<file path="src/rtl/seven_seg_pkg.sv">
// Shared types and constants for the 7-segment scan sequencer.
// Segment patterns are active-low, ordered gfedcba (bit 0 = a).
package seven_seg_pkg;

    typedef enum logic {
        BLANK = 1'b0,
        SHOW  = 1'b1
    } state_t;

    localparam logic [3:0] SCAN_OFF = 4'b1111;
    localparam logic [6:0] SEG_OFF  = 7'h7F;

    localparam logic [6:0] SEG_TABLE [16] = '{
        7'h40, 7'h79, 7'h24, 7'h30,
        7'h19, 7'h12, 7'h02, 7'h78,
        7'h00, 7'h10, 7'h08, 7'h03,
        7'h46, 7'h21, 7'h06, 7'h0E
    };

endpackage

</file>
<file path="src/rtl/hex7seg_decode.sv">
// Hex nibble to active-low 7-segment pattern (gfedcba).
// Purely combinational so other display blocks can reuse it.
module hex7seg_decode
    import seven_seg_pkg::*;
(
    input  logic [3:0] hex,
    output logic [6:0] seg
);

    assign seg = SEG_TABLE[hex];

endmodule

</file>
<file path="src/rtl/seven_seg_scan_ctrl.sv">
// 4-digit common-anode scan sequencer with blanking and frame-aligned commit.
// Optional leading-zero suppression: define SEVEN_SEG_LZ_BLANK_EN.
module seven_seg_scan_ctrl
    import seven_seg_pkg::*;
#(
    parameter int CLK_DIV      = 50000,
    parameter int BLANK_CYCLES = 500
) (
    input  logic        clk,
    input  logic        rst,
    input  logic        en,
    input  logic        load,
    input  logic [15:0] din,
    input  logic [3:0]  dp_in,
    output logic        load_ack,
    output logic        frame_tick,
    output logic [1:0]  sel,
    output logic [3:0]  scan,
    output logic [6:0]  seg,
    output logic        dp_n
);

    localparam int MAXC = (CLK_DIV > BLANK_CYCLES) ? CLK_DIV : BLANK_CYCLES;
    localparam int CW   = (MAXC > 1) ? $clog2(MAXC) : 1;
    localparam logic [CW-1:0] SHOW_LAST  = CW'(CLK_DIV - 1);
    localparam logic [CW-1:0] BLANK_LAST = CW'(BLANK_CYCLES - 1);
    localparam bit NO_BLANK = (BLANK_CYCLES == 0);

    state_t         state, ns;
    logic [CW-1:0]  cnt, ncnt;
    logic [1:0]     nsel;
    logic [15:0]    active, shadow, nact;
    logic [3:0]     active_dp, shadow_dp, nact_dp;
    logic           pending, commit, lit;
    logic [3:0]     nib;
    logic [6:0]     nseg;

    always_comb begin
        ns   = state;
        nsel = sel;
        ncnt = cnt + CW'(1);
        if (!en) begin
            ns   = BLANK;
            nsel = 2'd0;
            ncnt = '0;
        end else if (state == BLANK) begin
            if (NO_BLANK || cnt == BLANK_LAST) begin
                ns   = SHOW;
                ncnt = '0;
            end
        end else if (cnt == SHOW_LAST) begin
            nsel = sel + 2'd1;
            ncnt = '0;
            ns   = NO_BLANK ? SHOW : BLANK;
        end
    end

    // Commit window: the frame's last cycle, or any time the scan is parked
    assign commit  = (frame_tick || !en) && (pending || load);
    assign nact    = !commit ? active    : (load ? din   : shadow);
    assign nact_dp = !commit ? active_dp : (load ? dp_in : shadow_dp);
    assign nib     = nact[4*nsel +: 4];

    hex7seg_decode u_dec (
        .hex (nib),
        .seg (nseg)
    );

`ifdef SEVEN_SEG_LZ_BLANK_EN
    logic [3:0] nz;
    logic [3:0] lz;
    assign nz[0] = (nact[3:0]   == 4'h0);
    assign nz[1] = (nact[7:4]   == 4'h0);
    assign nz[2] = (nact[11:8]  == 4'h0);
    assign nz[3] = (nact[15:12] == 4'h0);
    assign lz[3] = nz[3] && !nact_dp[3];
    assign lz[2] = nz[3] && nz[2] && !nact_dp[2];
    assign lz[1] = nz[3] && nz[2] && nz[1] && !nact_dp[1];
    assign lz[0] = nz[0] && 1'b0;
    assign lit   = (ns == SHOW) && !lz[nsel];
`else
    assign lit = (ns == SHOW);
`endif

    always_ff @(posedge clk or posedge rst) begin
        if (rst) begin
            state      <= BLANK;
            sel        <= 2'd0;
            cnt        <= '0;
            active     <= '0;
            active_dp  <= '0;
            shadow     <= '0;
            shadow_dp  <= '0;
            pending    <= 1'b0;
            load_ack   <= 1'b0;
            frame_tick <= 1'b0;
            scan       <= SCAN_OFF;
            seg        <= SEG_OFF;
            dp_n       <= 1'b1;
        end else begin
            state      <= ns;
            sel        <= nsel;
            cnt        <= ncnt;
            active     <= nact;
            active_dp  <= nact_dp;
            if (load) begin
                shadow    <= din;
                shadow_dp <= dp_in;
            end
            pending    <= !commit && (pending || load);
            load_ack   <= commit;
            frame_tick <= (ns == SHOW) && (nsel == 2'd3) && (ncnt == SHOW_LAST);
            scan       <= lit ? ~(4'b0001 << nsel) : SCAN_OFF;
            seg        <= lit ? nseg : SEG_OFF;
            dp_n       <= lit ? ~nact_dp[nsel] : 1'b1;
        end
    end

endmodule

</file>
<file path="config.mk">
export PLATFORM = sky130hd
export DESIGN_NAME = seven_seg_scan_ctrl
export DESIGN_NICKNAME = d
export VERILOG_FILES = /design/src/rtl/seven_seg_pkg.sv /design/src/rtl/hex7seg_decode.sv /design/src/rtl/seven_seg_scan_ctrl.sv
export SDC_FILE = /design/constraint.sdc
export NUM_CORES = 1
export LEC_CHECK = 0
export ABC_AREA = 1
export CAP_MARGIN = 25
export CELL_PAD_IN_SITES_DETAIL_PLACEMENT = 0
export CELL_PAD_IN_SITES_GLOBAL_PLACEMENT = 1
export CORE_ASPECT_RATIO = 0.8
export CORE_UTILIZATION = 42
export DETAILED_ROUTE_END_ITERATION = 10
export PLACE_DENSITY_LB_ADDON = 0.1
export SLEW_MARGIN = 5
export SYNTH_ARGS = -nofsm -noshare
export SYNTH_HDL_FRONTEND = slang
export SYNTH_SLANG_ARGS = --single-unit
</file>
<file path="constraint.sdc">
create_clock -name clk -period 2.9 [get_ports clk]
set_input_delay 0.29 -clock clk [delete_from_list [all_inputs] [get_ports clk]]
set_output_delay 0.29 -clock clk [all_outputs]
set_load 0.03 [all_outputs]
</file>
==> metrics.md, run 1 <==
| Metric | Value |
|---|---|
| Status | `finished clean` |
| Adder-cell area share of the yosys netlist | `0.0242` |
| Req. time, crit path | `3.17 ns` |
| Seq/Total Area, Yosys | `0.516` |
| Placed inst area | `roughly 0.0042 mm^2` |
| Total power | `~2.2 mW` |
| Synth area leaders | `dfrtp_1 43%, nand2_1 15%, dfstp_2 8.7%` |
| Syn Nets | `between 400 and 500` |
| Min Tclk post-route | `about 2.5 ns` |
| Yosys warns | `0` |
| Post-CTS Setup Repair Bufs | `0` |
| Final Max Slew Viols | `0` |
| Inst Count DP | `roughly 580` |
| Leak | `between 2 and 2.5 nW` |
| Placeable Area | `0.00813 mm^2` |
| Simple-Gate Fraction of Synth Area | `0.323` |
| Cell variety after synth | `34` |
| Tcrit/Tclk final | `0.868` |
| Post-synth EDFFs | `0` |
| Clk sinks | `74` |
| Worst rel slew slack | `0.705` |
| Detailed router's first-iteration violation count | `between 100 and 150` |
| Number of port buffers | `39` |
| Worst-path clk slew | `about 0.080 ns` |
| Post-route ant nets | `0` |
| Post-route cell area | `roughly 0.0043 mm^2` |
| Synthesized instance count | `~430` |
| Ports | `40` |
| GRT overflow | `0` |
| Number of global-route vias before repair | `~2900` |
| Initial antenna violation count | `0` |
| Synthesis-to-layout area growth | `19.9%` |
| Final Skew | `around 0.0073 ns` |
| TritonCTS clock tree | `built` |
| Compound-Gate Fraction of Synth Area | `0.0543` |
| Slowest CP cell | `dfrtp_1` |
| Hold buffer count at cts | `0` |
| Main combinational cell family by area after synthesis | `simple AND/OR/NAND/NOR gates` |
| Largest net degree at the start of global routing | `between 70 and 80` |
| Post-synth top area cell | `dfrtp_1` |
| Pre-CTS setup slack | `~0.17 ns` |
| H-tree levels | `3` |
| Clk Latency, worst-skew pair | `roughly 0.35 ns` |
| Max FO, Critical Path | `13` |
| Final setup vio count | `0` |
| Crit path largest cell delay | `approximately 0.38 ns` |
| Fin util | `0.534` |
| DP HPWL | `approximately 5500 um` |
| DRC Markers | `0` |
| CP Class | `reg2reg` |
| Dominant synthesized flop cell | `dfrtp_1` |
| Actual slew at the worst max-slew pin | `around 0.44 ns` |
| Syn Area/Cell | `between 8 and 9 um^2` |
| DIE HEIGHT | `85.1 um` |
| Fin. Hold Viols | `0` |
| Die area | `between 0.008 and 0.009 mm^2` |
| Synth Register Bits | `74` |
| Worst hold path class | `in2async` |
| Arrival @ worst endpoint | `~2.8 ns` |
| CTS root buf | `clkbuf_8` |
| Xor/xnor cell area share of the yosys netlist | `0.0194` |
| Maximum vdd ir drop | `0.000278 V` |
| Multiplexer share of the synthesized area | `0` |
| Pre-Repair DR Iteration Count | `4` |
| Sum of negative setup slack | `0 ns` |
| Power Density | `between 400 and 500 mW/mm^2` |
| Max-cap violations | `0` |
| Post-synth ARST share | `1.00` |
| Vias | `2862` |
| Total Wirelength | `roughly 7700 um` |
| Nets@finish | `between 500 and 600` |
| Startpoint Class | `flip-flop` |
| Area of the mapped netlist | `~0.0036 mm^2` |
| Critical path endpoint category | `flip-flop` |
| Clk buf depth | `2` |
| Diode count | `0` |
| Rows | `29` |
| Final worst setup slack | `0.384 ns` |
| Number of fill cells | `between 700 and 800` |
| First-pass GRT wire length | `13700 um` |
| Crit-path cells | `ha_1, nand3_1, inv_2, nand4_4, nand2_1, inv_1, nor2_4, nand2_1, nand2_1, inv_1, ha_1, inv_1, nand3_1, nand3_1, nand3_1` |
| CP most frequent cell | `nand3_1` |
| RePlAce Congestion | `approximately 0.79` |
| DR vias/cell | `4.83` |
| Cell Count, Final, Fillers Out | `just under 600` |
| Die Span X | `106 um` |
| DR WL/cell | `about 13 um` |
| Layout cells sized above 1 | `0.136` |
| Total global routing track utilization | `0.195` |
| Fmax | `approximately 0.4 GHz` |
| Synth top area share | `0.428` |
| Worst hold slack | `approximately 0.33 ns` |
| CTS Buf Count | `9` |
| RSZ-0062 raised after global routing | `false` |
| Initial Utilization | `0.446` |
-- state kept, by name, summed over array words and instances, names as in the netlist, 2 cells and up --
signal	flops
active	16
cnt	16
shadow	16
seg	7
active_dp	4
scan	4
shadow_dp	4
sel	2
-- area by class of cell --
cell class	count	area, um^2	share of cell area
Tap cell	108	135	0.0311
Multi-Input combinational cell	306	1530	0.353
Clock inverter	6	43.8	0.0101
Sequential cell	74	1870	0.430
Inverter	38	143	0.0329
Clock buffer	10	128	0.0294
Timing Repair Buffer	51	493	0.114
-- Yosys cell counts (6+ instances only) --
cell type and n:
nand3_1 21, a31oi_1 11, dfstp_2 12, nor2_1 47
inv_1 34, buf_2 8, nand2_2 6, o21ai_0 13
xor2_1 7, ha_1 7, nand2_1 145, nand4_1 16
dfrtp_1 62
-- worst max-delay path, delay by kind of cell, from the launching register on --
kind	cells	cell delay (ns)
buf+inv	4	0.42
fa+ha+maj	2	0.48
flops	1	0.38
simple gates	9	1.16
-- logic make-up after synthesis --
logic type | Yosys count
XOR/XNOR | 8
adder cells (fa/ha/maj) | 7
AO/OA/AOI/OAI | 33
buffers and inverters | 51
AND/OR/NAND/NOR | 258
flip-flops | 74
-- where the power goes --
group	leakage [nW]	switching [mW]	internal, mW	total [mW]
logic	1.12	0.209	0.125	0.334
registers	0.909	0.0212	1.10	1.12
clock network	0.0862	0.395	0.312	0.707
total	2.12	0.625	1.54	2.17
-- per-layer routing --
layer / wire (um) / share of wire / track usage / up-vias
li1: - / - / - / 1467
met1: 3890 / 0.50 / 0.271 / 1339
met2: 3480 / 0.45 / 0.307 / 45
met3: 264 / 0.034 / 0.0445 / 11
met4: 71 / 0.0092 / 0.0518 / 0
met5: 0 / 0 / 0 / -
-- repair_timing --
item                                    4_1_cts  5_1_grt
gates resized for setup                       0        1
endpoints found under the hold margin         0        0
endpoints found under the setup margin        0        3
-- layout by cell type, fill, tap and decap left out, drive strengths merged, types with 10 or more instances in the layout --
cell,Yosys,final
a31oi,12,12
buf,12,12
clkbuf,1,10
clkdlybuf4s50,0,39
dfrtp,62,62
dfstp,12,12
inv,38,38
nand2,155,155
nand3,25,25
nand4,17,17
nor2,53,53
o21ai,16,16
-- worst paths after layout --
check	start	to	slack (ns)	cells past startpoint
worst max-delay path	cnt[0]	seg[3]	0.38	15
worst min-delay path	rst	shadow[4]	0.33	3
worst max register to register	cnt[0]	seg[3]	0.38	15
worst min register to register	shadow[0]	shadow[0]	0.47	2
max in group asynchronous	rst	scan[3]	2.21	3
min in group clk	shadow[0]	shadow[0]	0.47	2
Power figures use the tool's default switching activity.
==> run 2: changes to the inputs <==
Settings changed: TNS_END_PERCENT set to 30.
==> results of run 2 <==
Same layout as run 1: the final DEF is identical, and so are final timing and power.
==> RTL change 1 (config.mk and constraints of run 1) <==
Put one more register stage on the output `seg`, without a reset. The value now appears one clock later. The other outputs are not delayed to match.
--- a/src/rtl/seven_seg_scan_ctrl.sv
+++ b/src/rtl/seven_seg_scan_ctrl.sv
@@ -27,2 +27,4 @@
     localparam bit NO_BLANK = (BLANK_CYCLES == 0);
+
+    logic [6:0] seg_s0;
 
@@ -97,3 +99,3 @@
             scan       <= SCAN_OFF;
-            seg        <= SEG_OFF;
+            seg_s0     <= SEG_OFF;
             dp_n       <= 1'b1;
@@ -113,3 +115,3 @@
             scan       <= lit ? ~(4'b0001 << nsel) : SCAN_OFF;
-            seg        <= lit ? nseg : SEG_OFF;
+            seg_s0     <= lit ? nseg : SEG_OFF;
             dp_n       <= lit ? ~nact_dp[nsel] : 1'b1;
@@ -118,2 +120,6 @@
 
+    always_ff @(posedge clk) begin
+        seg <= seg_s0;
+    end
+
 endmodule
Check against the original RTL: same outputs for any inputs over 10 cycles, from zero or initial values and one cycle with rst high; that may be too few to reach the edited logic, so the function may still have changed.
==> RTL change 1 against run 1 <==
  * Final area up 3.8%
  * Worst setup slack worse by 120 ps
  * Sequential share of layout area up 1.5 points
  * Total power up 11%
  * Utilization down 0.99 points
  * Area after synthesis up 3.9%
  * Critical path type unchanged
  * Wire length down 0.52%
  * Sequential cell count up 7
  * Worst hold slack worse by 73 ps
  * Critical path depth down 1
  * Largest power group unchanged
  * Highest routed layer unchanged
==> RTL change 1: results (changes against run 1) <==
Vias/cell 4.711 (-2.4%); DP Worst Slack 172.2 ps (+3.225 ps); clock buffers 14 (+4); Seq/Total Area, Yosys 0.5336 (+0.01805); area grow syn2layout 19.79% (about the same); Logic pwr share 0.133 (-0.021); GR Util met3 0.06316 (+0.01861); routed vias 2836 (-0.91%); async set or reset register ratio after synthesis 0.9136 (-0.08642); Final nets 516 (+0.98%); WP data arrival 2900 ps (+120 ps); seq_cells 81 (+9.5%); first-pass GRT wire length 13420 um (-2.3%); synth top area cells dfrtp_1, nand2_1, dfstp_2; total track usage 0.1885 (-0.006053); Final Wtd Congestion 0.8187 (+3.4%); reg-to-reg slack, setup 270 ps (-120 ps); Clock Skew 8.696 ps (+1.424 ps); layout cells sized above 1 0.1306 (-0.005470); switching share of total power 0.2593 (-0.02954); Synth Net Count 469 (+1.5%); Non-clock buffers 49 (-3.9%); Max VDD drop 0.0003768 V (+36%); WL met3 325 um (+23%); fillers 824 (+4.0%); wl on met1 3866 um (-0.51%); Slew @ Worst Pin 529.5 ps (+87.71 ps); Pwr Density 534.0 nW/um^2 (+7.0%); Reg area 2007 um^2 (+7.5%); largest net degree at the start of global routing 28 (-63%); DP HPWL 5572 um (+1.0%); Total Wirelength 7661 um (-0.52%); met1 Use GR 0.2493 (-0.02215); wire length on met2 3437 um (-1.2%); leak pwr 2.189 nW (+3.3%); outcome finished, final reports clean; signal buffers share of area 0.1033 (-0.01027); Mapped Cells 438 (+1.6%); DRT iter0 DRCs 115 (-7.3%); Cell variety after synth 35 (+2.9%); post-route minimum period 2632 ps (+116.1 ps)
==> RTL change 1: cell types whose count changed in the layout (fill, tap and decap cells not counted) <==
cell | run 1 | this run
dfxtp_1 | 0 | 7
clkinv_4 | 3 | 0
clkbuf_16 | 0 | 2
clkbuf_8 | 9 | 11
buf_12 | 1 | 0
buf_4 | 11 | 10
clkinv_2 | 2 | 1
clkinvlp_4 | 1 | 0
inv_6 | 0 | 1
==> RTL change 1: kinds of logic after synthesis <==
family | after synthesis | synth area share
AOI/OAI and AO/OA | 33 | 0.05223
DFF | 81 | 0.5336
and+or+nand+nor | 258 | 0.3107
buffers and inverters | 51 | 0.06154
xor gates and xnor gates | 8 | 0.01863
adders and majority gates | 7 | 0.02329
==> RTL change 1: final timing paths <==
check	endpoint	cells after the start
setup / recovery	seg_s0[0]	14
hold / removal	sel[0]	2
setup reg to reg	seg_s0[0]	14
hold reg to reg	seg[5]	0
max in group asynchronous	dp_n	3
min in group clk	seg[5]	0
==> RTL change 2 (config.mk and constraints of run 1) <==
Made on the original files. Add a define of `SEVEN_SEG_LZ_BLANK_EN`.
--- a/src/rtl/seven_seg_scan_ctrl.sv
+++ b/src/rtl/seven_seg_scan_ctrl.sv
@@ -2,2 +2,4 @@
 // Optional leading-zero suppression: define SEVEN_SEG_LZ_BLANK_EN.
+`define SEVEN_SEG_LZ_BLANK_EN
+
 module seven_seg_scan_ctrl
Check against the original RTL: same outputs for any inputs over 10 cycles, from zero or initial values and one cycle with rst high; that may be too few to reach the edited logic, so the function may still have changed.
==> RTL change 2 against run 1 <==
  * Global-route usage increased by 1.1 points
  * Worst setup slack improved by 29 ps
  * Non-clock buffer count decreased by 3
  * Sequential cell count unchanged
  * Total power increased by 25%
  * Area after synthesis increased by 8.7%
  * Final area increased by 11%
  * Wire length increased by 17%
  * Critical endpoint unchanged
  * Highest routed layer unchanged
==> RTL change 2: results (changes against run 1) <==
Seq/Total Area, Yosys 0.4743 (-0.04130); Total Wirelength 8994 um (+17%); leak pwr 2.371 nW (+12%); Worst-Skew Late Latency 330 ps (-20 ps); number of global-route vias before repair 3008 (+4.7%); Max VDD drop 0.0003350 V (+21%); wire length on met2 3537 um (+1.7%); CP Max Fanout 8 (-5); Final nets 574 (+12%); Synth Net Count 525 (+14%); outcome finished, final reports clean; Hold WS 361.1 ps (+34.00 ps); wl on met1 5008 um (+29%); reg-to-reg slack, setup 410 ps (+30 ps); Mapped Cells 494 (+15%); total track usage 0.2055 (+0.01092); Post-synth top cells nand2_1, dfrtp_1, inv_1, nor2_1, nand3_1; TritonRoute pass-1 iters 5 (+1); WL met3 363 um (+38%); first-pass GRT wire length 14920 um (+8.6%); htree depth 3 (unchanged); relative slew slack 0.7358 (+0.03099); routed vias 3182 (+11%); top routing layer in use met4; layout cells sized above 1 0.1460 (+0.009903); synth top area cells dfrtp_1, nand2_1, dfstp_2; DP HPWL 6494 um (+18%); CP max stage cell dfrtp_1; Primary FF master, synth dfrtp_1; CP delay by family, top simple AND/OR/NAND/NOR gates; Final Wtd Congestion 0.8576 (+8.3%); Cell variety after synth 42 (+24%); WP data arrival 2730 ps (-50 ps); root buf cell clkbuf_16; CTS clock-pin slew for the worst setup and hold paths 60 ps (-20 ps)
RTL change 2: cell types whose count changed after synthesis, moves of 4 or more:
cell	before	now
nand4_1	16	5
nand3_1	21	31
nand2_1	145	170
o21ai_0	13	2
nor2_1	47	51
o21ai_1	3	11
a31oi_1	11	5
buf_2	8	4
inv_1	34	60
RTL change 2: layout make-up:
type,instances,area share
Tap cell,115,0.02999
Clock buffer,11,0.05059
Sequential cell,74,0.3890
Inverter,69,0.05450
Timing Repair Buffer,48,0.09804
Clock inverter,5,0.01617
Multi-Input combinational cell,341,0.3617
RTL change 2: where the power goes:
group          internal (mW)  leakage, nW  switching, mW
Combinational          0.138         1.31          0.242
Sequential              1.11        0.903         0.0198
Clock                  0.774        0.156          0.418
RTL change 2: worst max path at each step:
stage	slack, ps	depth (start not counted)	end	start
floorplan	650	16	seg[3]	cnt[0]
global placement	360	15	seg[3]	load
detailed placement	270	15	seg[3]	load
CTS	410	15	seg[3]	cnt[0]
global route	80	15	seg[0]	cnt[0]
finish	410	15	seg[3]	cnt[0]
RTL change 2: routing by layer:
layer  global-route usage  up-vias
li1                     -     1623
met1               0.3154     1483
met2               0.2903       66
met3              0.04197       10
met4              0.05861        0
met5                    0        -
RTL change 2: per-stage QoR:
step           setup slack [ps]  instance area (um^2)
2_1_floorplan             653.4                  3936
3_3_place_gp              356.2                  4478
3_5_place_dp              271.2                  4478
4_1_cts                   413.0                  4798
5_1_grt                   78.99                  4798
6_report                  413.2                  4798
RTL change 2: cell families after synthesis:
| family | count (synthesis) | synth area share |
|---|---|---|
| simple gates | 299 | 0.3585 |
| fa+ha+maj | 7 | 0.02225 |
| flops | 74 | 0.4743 |
| xor+xnor | 7 | 0.01558 |
| compound gates | 28 | 0.04450 |
| buf+inv | 79 | 0.08487 |
